<file path="src/rtl/pc_sequencer_pkg.sv">
// Shared types for the PC sequencer: word/instruction types, op kinds, FSM states.
// Optional build macro PC_MISALIGN_TRAP_EN selects trap-on-misaligned-target behaviour.
package pc_sequencer_pkg;

    localparam int unsigned XLEN        = 32;
    localparam int unsigned INSTR_BYTES = 4;

    typedef logic [XLEN-1:0] word_t;
    typedef logic [31:0]     instruction_t;

    typedef enum logic [1:0] {
        PC_SEQ    = 2'd0,
        PC_BRANCH = 2'd1,
        PC_JAL    = 2'd2,
        PC_JALR   = 2'd3
    } pc_kind_t;

    typedef enum logic [1:0] {
        ST_RUN      = 2'd0,
        ST_REDIRECT = 2'd1,
        ST_TRAP     = 2'd2
    } pc_state_t;

    // Resolved control-flow op as delivered by the branch comparator.
    typedef struct packed {
        pc_kind_t kind;
        word_t    pc;
        word_t    imm;
        word_t    rs1;
        logic     taken;
    } pc_op_t;

endpackage

</file>
<file path="src/rtl/pc_sequencer_target_gen.sv">
// Combinational next-PC generation for one resolved op.
// With PC_MISALIGN_TRAP_EN the raw target is kept and misalignment flagged; otherwise bits [1:0] are cleared.
module pc_target_gen
    import pc_sequencer_pkg::*;
(
    input  pc_op_t op,
    output word_t  nxt,
    output word_t  seq,
    output logic   misaligned
);

`ifdef PC_MISALIGN_TRAP_EN
    localparam word_t ALIGN_MASK = '1;
`else
    localparam word_t ALIGN_MASK = ~word_t'(3);
`endif

    word_t raw;

    always_comb begin
        seq = op.pc + word_t'(INSTR_BYTES);
        raw = seq;
        unique case (op.kind)
            PC_SEQ:    raw = seq;
            PC_BRANCH: raw = op.taken ? (op.pc + op.imm) : seq;
            PC_JAL:    raw = op.pc + op.imm;
            PC_JALR:   raw = (op.rs1 + op.imm) & ~word_t'(1);
            default:   raw = seq;
        endcase
    end

    // Without the trap build the mask zeroes the low bits, so misaligned is constant 0.
    assign nxt        = raw & ALIGN_MASK;
    assign misaligned = |nxt[1:0];

endmodule

</file>
<file path="src/rtl/pc_sequencer.sv">
// Branch-resolution / PC-update stage: owns the architectural PC and issues held redirects to fetch.
// Build macro PC_MISALIGN_TRAP_EN enables the sticky misaligned-target trap (see pc_target_gen).
module pc_sequencer
    import pc_sequencer_pkg::*;
#(
    parameter logic [31:0] RESET_PC = 32'h0000_0000,
    parameter int unsigned CNT_W    = 32
) (
    input  logic             clk,
    input  logic             reset_n,
    input  logic             in_valid,
    output logic             in_ready,
    input  logic [1:0]       in_kind,
    input  logic [31:0]      in_pc,
    input  logic [31:0]      in_imm,
    input  logic [31:0]      in_rs1,
    input  logic             in_taken,
    output logic [31:0]      pc,
    output logic [31:0]      link_addr,
    output logic             redirect_valid,
    input  logic             redirect_ready,
    output logic [31:0]      redirect_target,
    output logic [CNT_W-1:0] redirect_count,
    output logic             trap
);

    pc_state_t        state_q, state_d;
    pc_op_t           op;
    word_t            nxt, seq;
    logic             misaligned;
    logic             accept, redirect_hs, needs_redirect;

    word_t            pc_d, target_d;
    logic             valid_d, trap_d, ready_d;
    logic [CNT_W-1:0] count_d;

    assign op = '{kind: pc_kind_t'(in_kind), pc: in_pc, imm: in_imm, rs1: in_rs1, taken: in_taken};

    pc_target_gen u_target_gen (
        .op         (op),
        .nxt        (nxt),
        .seq        (seq),
        .misaligned (misaligned)
    );

    assign link_addr      = seq;
    assign accept         = in_valid && in_ready;
    assign redirect_hs    = redirect_valid && redirect_ready;
    assign needs_redirect = (nxt != seq);

    // State register
    always_ff @(posedge clk or negedge reset_n) begin
        if (!reset_n) state_q <= ST_RUN;
        else          state_q <= state_d;
    end

    // Next-state logic
    always_comb begin
        state_d = state_q;
        unique case (state_q)
            ST_RUN: begin
                if (accept) begin
                    if (misaligned)          state_d = ST_TRAP;
                    else if (needs_redirect) state_d = ST_REDIRECT;
                end
            end
            ST_REDIRECT: if (redirect_hs) state_d = ST_RUN;
            ST_TRAP:     state_d = ST_TRAP;
            default:     state_d = ST_RUN;
        endcase
    end

    // Next values of the registered outputs
    always_comb begin
        pc_d     = pc;
        target_d = redirect_target;
        valid_d  = redirect_valid;
        count_d  = redirect_count;
        trap_d   = trap;
        ready_d  = (state_d == ST_RUN);
        unique case (state_q)
            ST_RUN: begin
                if (accept) begin
                    if (misaligned) begin
                        trap_d = 1'b1;
                        pc_d   = in_pc;
                    end else begin
                        pc_d = nxt;
                        if (needs_redirect) begin
                            target_d = nxt;
                            valid_d  = 1'b1;
                        end
                    end
                end
            end
            ST_REDIRECT: begin
                if (redirect_hs) begin
                    valid_d = 1'b0;
                    count_d = redirect_count + CNT_W'(1);
                end
            end
            default: ;
        endcase
    end

    always_ff @(posedge clk or negedge reset_n) begin
        if (!reset_n) begin
            pc              <= RESET_PC;
            redirect_target <= '0;
            redirect_valid  <= 1'b0;
            redirect_count  <= '0;
            trap            <= 1'b0;
            in_ready        <= 1'b1;
        end else begin
            pc              <= pc_d;
            redirect_target <= target_d;
            redirect_valid  <= valid_d;
            redirect_count  <= count_d;
            trap            <= trap_d;
            in_ready        <= ready_d;
        end
    end

endmodule
</file>
<file path="config.mk">
export PLATFORM = sky130hd
export DESIGN_NAME = pc_sequencer
export DESIGN_NICKNAME = d
export VERILOG_FILES = /design/src/rtl/pc_sequencer_pkg.sv /design/src/rtl/pc_sequencer_target_gen.sv /design/src/rtl/pc_sequencer.sv
export SDC_FILE = /design/constraint.sdc
export NUM_CORES = 1
export LEC_CHECK = 0
export BUFFER_PORTS_ARGS = -buffer_cell sky130_fd_sc_hd__buf_2
export CAP_MARGIN = 10
export CORE_MARGIN = 5
export CORE_UTILIZATION = 35
export DETAILED_ROUTE_END_ITERATION = 10
export SLEW_MARGIN = 20
export SYNTH_ARGS = -nofsm -noshare
export SYNTH_HDL_FRONTEND = slang
export SYNTH_SLANG_ARGS = --single-unit
</file>
<file path="constraint.sdc">
create_clock -name clk -period 2.9 [get_ports clk]
set_clock_uncertainty 0.15 [all_clocks]
set_input_delay 0.87 -clock clk [delete_from_list [all_inputs] [get_ports clk]]
set_output_delay 0.87 -clock clk [all_outputs]
set_load 0.005 [all_outputs]
</file>
==> results.py <==
metrics = {
    "run": {
        "max_cap_violations": 0,
    },
    "finish": {
        "synthToLayoutAreaGrowth_pct": 85.57,
        "final_nets": 2074,
        "final.fill_count": 2198,
        "regArea_mm2": 0.002404,
        "fin_cells": 2292,
        "drive_gt1_share_pct": 57.52,
        "final_cell_mix": "425 x buf_4, 170 x buf_2, 133 x buf_6, 119 x nand2_1, 95 x dfrtp_1",
        "postLayoutCellArea_mm2": 0.01838,
        "diodes": 0,
        "layout_commonest_cell": "buf_4",
        "final_util_pct": 65.98,
        "multiInputGateArea_mm2": 0.009211,
    },
    "place": {
        "pre_cts_slack_ps": -2018,
        "dpl.cell_count": 2183,
        "io_buffers": 228,
        "place_hpwl_mm": 35.79,
        "postPlaceCellArea_mm2": 0.01491,
        "place_congestion": 0.9606,
    },
    "synth": {
        "ys_ff_latch": 96,
        "yosysTopAreaCellShare_pct": 24.00,
        "ys_warn_count": 0,
        "synthArstFlopShare_pct": 100.0,
        "synth_edf_count": 0,
        "ys_types": 104,
        "yosysSeqAreaShare_pct": 24.27,
        "netlist.top_cell.by_area": "dfrtp_1",
        "syn_avg_cell_area_um2": 8.159,
        "synthTopCellsByArea": "dfrtp_1 24%, ha_1 7.8%, xnor2_1 5.6%",
        "synthCells": 1214,
        "netlist_area_mm2": 0.009904,
        "ys.flop_type": "dfrtp_1",
    },
    "worst_setup_path": {
        "critPathLaunchType": "input port",
        "cp_slowest_cell": "mux2_4",
        "worstPathArrival_ps": 4480,
        "r2r-start": "state_q[1]$_DFF_PN0_",
        "r2r_slack_ps": 380,
        "cp_cell_sequence": "buf_8 > buf_4 > ha_4 > nand2_1 > o211ai_1 > nand3_1 > and4_4 > o31ai_4 > buf_6 > mux2_4 > a221o_1 > a311oi_2 > nand4_1 > a221oi_4 > buf_12 > a21oi_4 > mux2_4",
        "critPathMaxStageDelay_ps": 320,
        "path_max_fanout": 8,
        "path_common_cell": "mux2_4",
        "r2r-end": "redirect_count[31]$_DFFE_PN0P_",
        "required_ps": 2970,
        "endpoint_kind": "register",
        "critical_path_class": "input port to register",
        "reg2regPathDepth": 9,
    },
    "routing": {
        "wl_per_cell_um": 20.15,
        "drtAntennaViolNets": 0,
        "drc": 0,
        "vias": 12513,
        "via_per_inst": 5.459,
        "wl_mm": 46.18,
        "drt_pass1_iterations": 7,
        "drt-initial-drc-count": 958,
    },
    "power": {
        "vdd_drop_max_mv": 0.2815,
        "p_per_area_mw_per_mm2": 433.6,
        "leakagePower_nw": 8.447,
    },
    "floorplanning": {
        "die_x_um": 178.2,
        "rows": 61,
        "die_h_um": 178.2,
        "pin_count": 234,
        "die_area_mm2": 0.03176,
        "fp.coreArea_mm2": 0.02786,
        "start_util_pct": 35.55,
    },
    "grt": {
        "grt_overflow": 0,
        "grt_pass1_vias": 12424,
        "grt_max_degree": 82,
        "grt_pass1_wl_mm": 67.48,
        "grt_usage_pct": 26.90,
        "grt_antenna_before_repair": 0,
    },
    "clock_network": {
        "cts.path.max_buffers": 2,
        "clk_latency_ps": 330,
        "cts_hold_buf": 0,
        "clock_sinks": 96,
        "cts_tree": "built",
        "numCtsBuffers": 9,
        "cts-root-buf": "clkbuf_16",
        "clk_pin_slew_ps": 70,
        "htreeDepth": 3,
    },
    "min_path": {
        "hold_class": "input port to asynchronous set/reset pin",
    },
    "sta": {
        "post-route-min-period_ps": 4415,
        "max-slew-margin-rel_pct": 65.17,
        "drv_slew": 0,
        "max_freq_mhz": 226.5,
        "min_period_over_period_pct": 152.3,
        "rsz0062_at_grt": "yes",
        "finalWorstSetupSlack_ps": -1515,
        "whs_ps": 240.8,
        "setup_viol": 77,
        "hold_violations": 0,
        "worstMarginPinSlew_ps": 522.5,
    },
    "status": {
        "violations": "negative setup slack",
        "status": "finished with violations",
    },
}
[registers in the layout, summed over array words and instances, names as in the netlist]
register         flops
in_ready             1
pc                  30
redirect_count      32
redirect_target     30
redirect_valid       1
state_q              2
[worst max-delay path by stage]
stage | from | to | slack (ps) | depth (start not counted)
6_report | in_imm[7] | redirect_target[3]$_DFFE_PN0P_ | -1520 | 17
5_1_grt | in_imm[2] | redirect_target[19]$_DFFE_PN0P_ | -1640 | 19
4_1_cts | in_rs1[5] | redirect_target[27]$_DFFE_PN0P_ | -1370 | 16
3_5_place_dp | in_pc[1] | in_ready$_DFF_PN1_ | -2020 | 17
3_3_place_gp | in_imm[7] | in_ready$_DFF_PN1_ | -2020 | 16
2_1_floorplan | in_imm[12] | redirect_target[27]$_DFFE_PN0P_ | -1390 | 15
[routing by layer]
layer	vias up	global-route usage (%)	share of wire [%]
li1	5895	-	-
met1	5998	35.04	41
met2	505	46.65	48
met3	115	3.582	6.8
met4	0	7.835	3.4
met5	-	0	0
[area by class of cell]
type | count | share of cell area (%)
clock buffer | 9 | 1.225
clock inverter | 7 | 0.2927
inverter | 53 | 1.137
multi-input combinational | 1005 | 50.12
sequential | 96 | 13.08
tap | 378 | 2.573
timing repair buffer | 744 | 31.58
[synthesized netlist by cell type (5+ instances only)]
library cell  count
nand4_1          38
o21ai_1           6
or2_2             6
o211ai_1         12
a2bb2oi_2         6
mux2_4            5
nand2_1         134
a21oi_1          75
a21o_1           17
nor3_1           25
clkbuf_1         27
and4_1            9
buf_2            20
o21ai_0          58
a211oi_1          9
nor4_1            8
nand3b_1          7
ha_1             62
inv_1            53
o21a_1           13
dfrtp_1          95
o21bai_1         10
buf_4            12
nor2b_1           6
and3_1           30
and2_1           11
mux2i_1          21
a221o_1           7
nand3_1          47
a31oi_1          17
o2bb2ai_1         9
nand2b_1          5
xnor2_1          63
a21oi_2           6
o31ai_1           5
a22oi_1          13
nor2_1           98
or3_1             9
xor2_1           31
mux2_2            8
o22ai_1          11
[cells by family (layout without fill, tap and decap cells)]
group | count (synthesis) | count (layout) | synth area share, %
multiplexers | 36 | 36 | 4.017
AND/OR/NAND/NOR | 456 | 456 | 23.52
adder cells (fa/ha/maj) | 62 | 62 | 7.832
other | 1 | 5 | 0.03786
AO/OA/AOI/OAI | 346 | 348 | 25.85
flip-flops | 96 | 96 | 24.27
buffers and inverters | 119 | 813 | 5.394
XOR/XNOR | 98 | 98 | 9.083
[critical path: cells and delay by family]
family	cells	cell delay (ps)
AO/OA/AOI/OAI	6	1470
multiplexers	2	640
AND/OR/NAND/NOR	4	630
buffers and inverters	4	550
adder cells (fa/ha/maj)	1	300
[repair_timing]
action / CTS / global route
gates cloned: 2 / 0
pin swaps: 139 / 110
gates resized for setup: 340 / 178
setup buffers: 62 / 48
endpoints found under the setup margin: 81 / 84
[metrics by stage]
step | TNS, ps | power (mW)
final | -68590 | 7.970
after global routing | -75060 | 8.428
after CTS | -61320 | 7.639
after detailed placement | -99050 | 6.054
after global placement | -98080 | 5.992
after floorplan | -44780 | 4.027
[power by group]
group          switching, mW  internal (mW)
registers              0.309           1.81
clock network          0.519          0.587
logic                   2.34           2.40
total                   3.17           4.80
(Power assumes the default switching activity.)
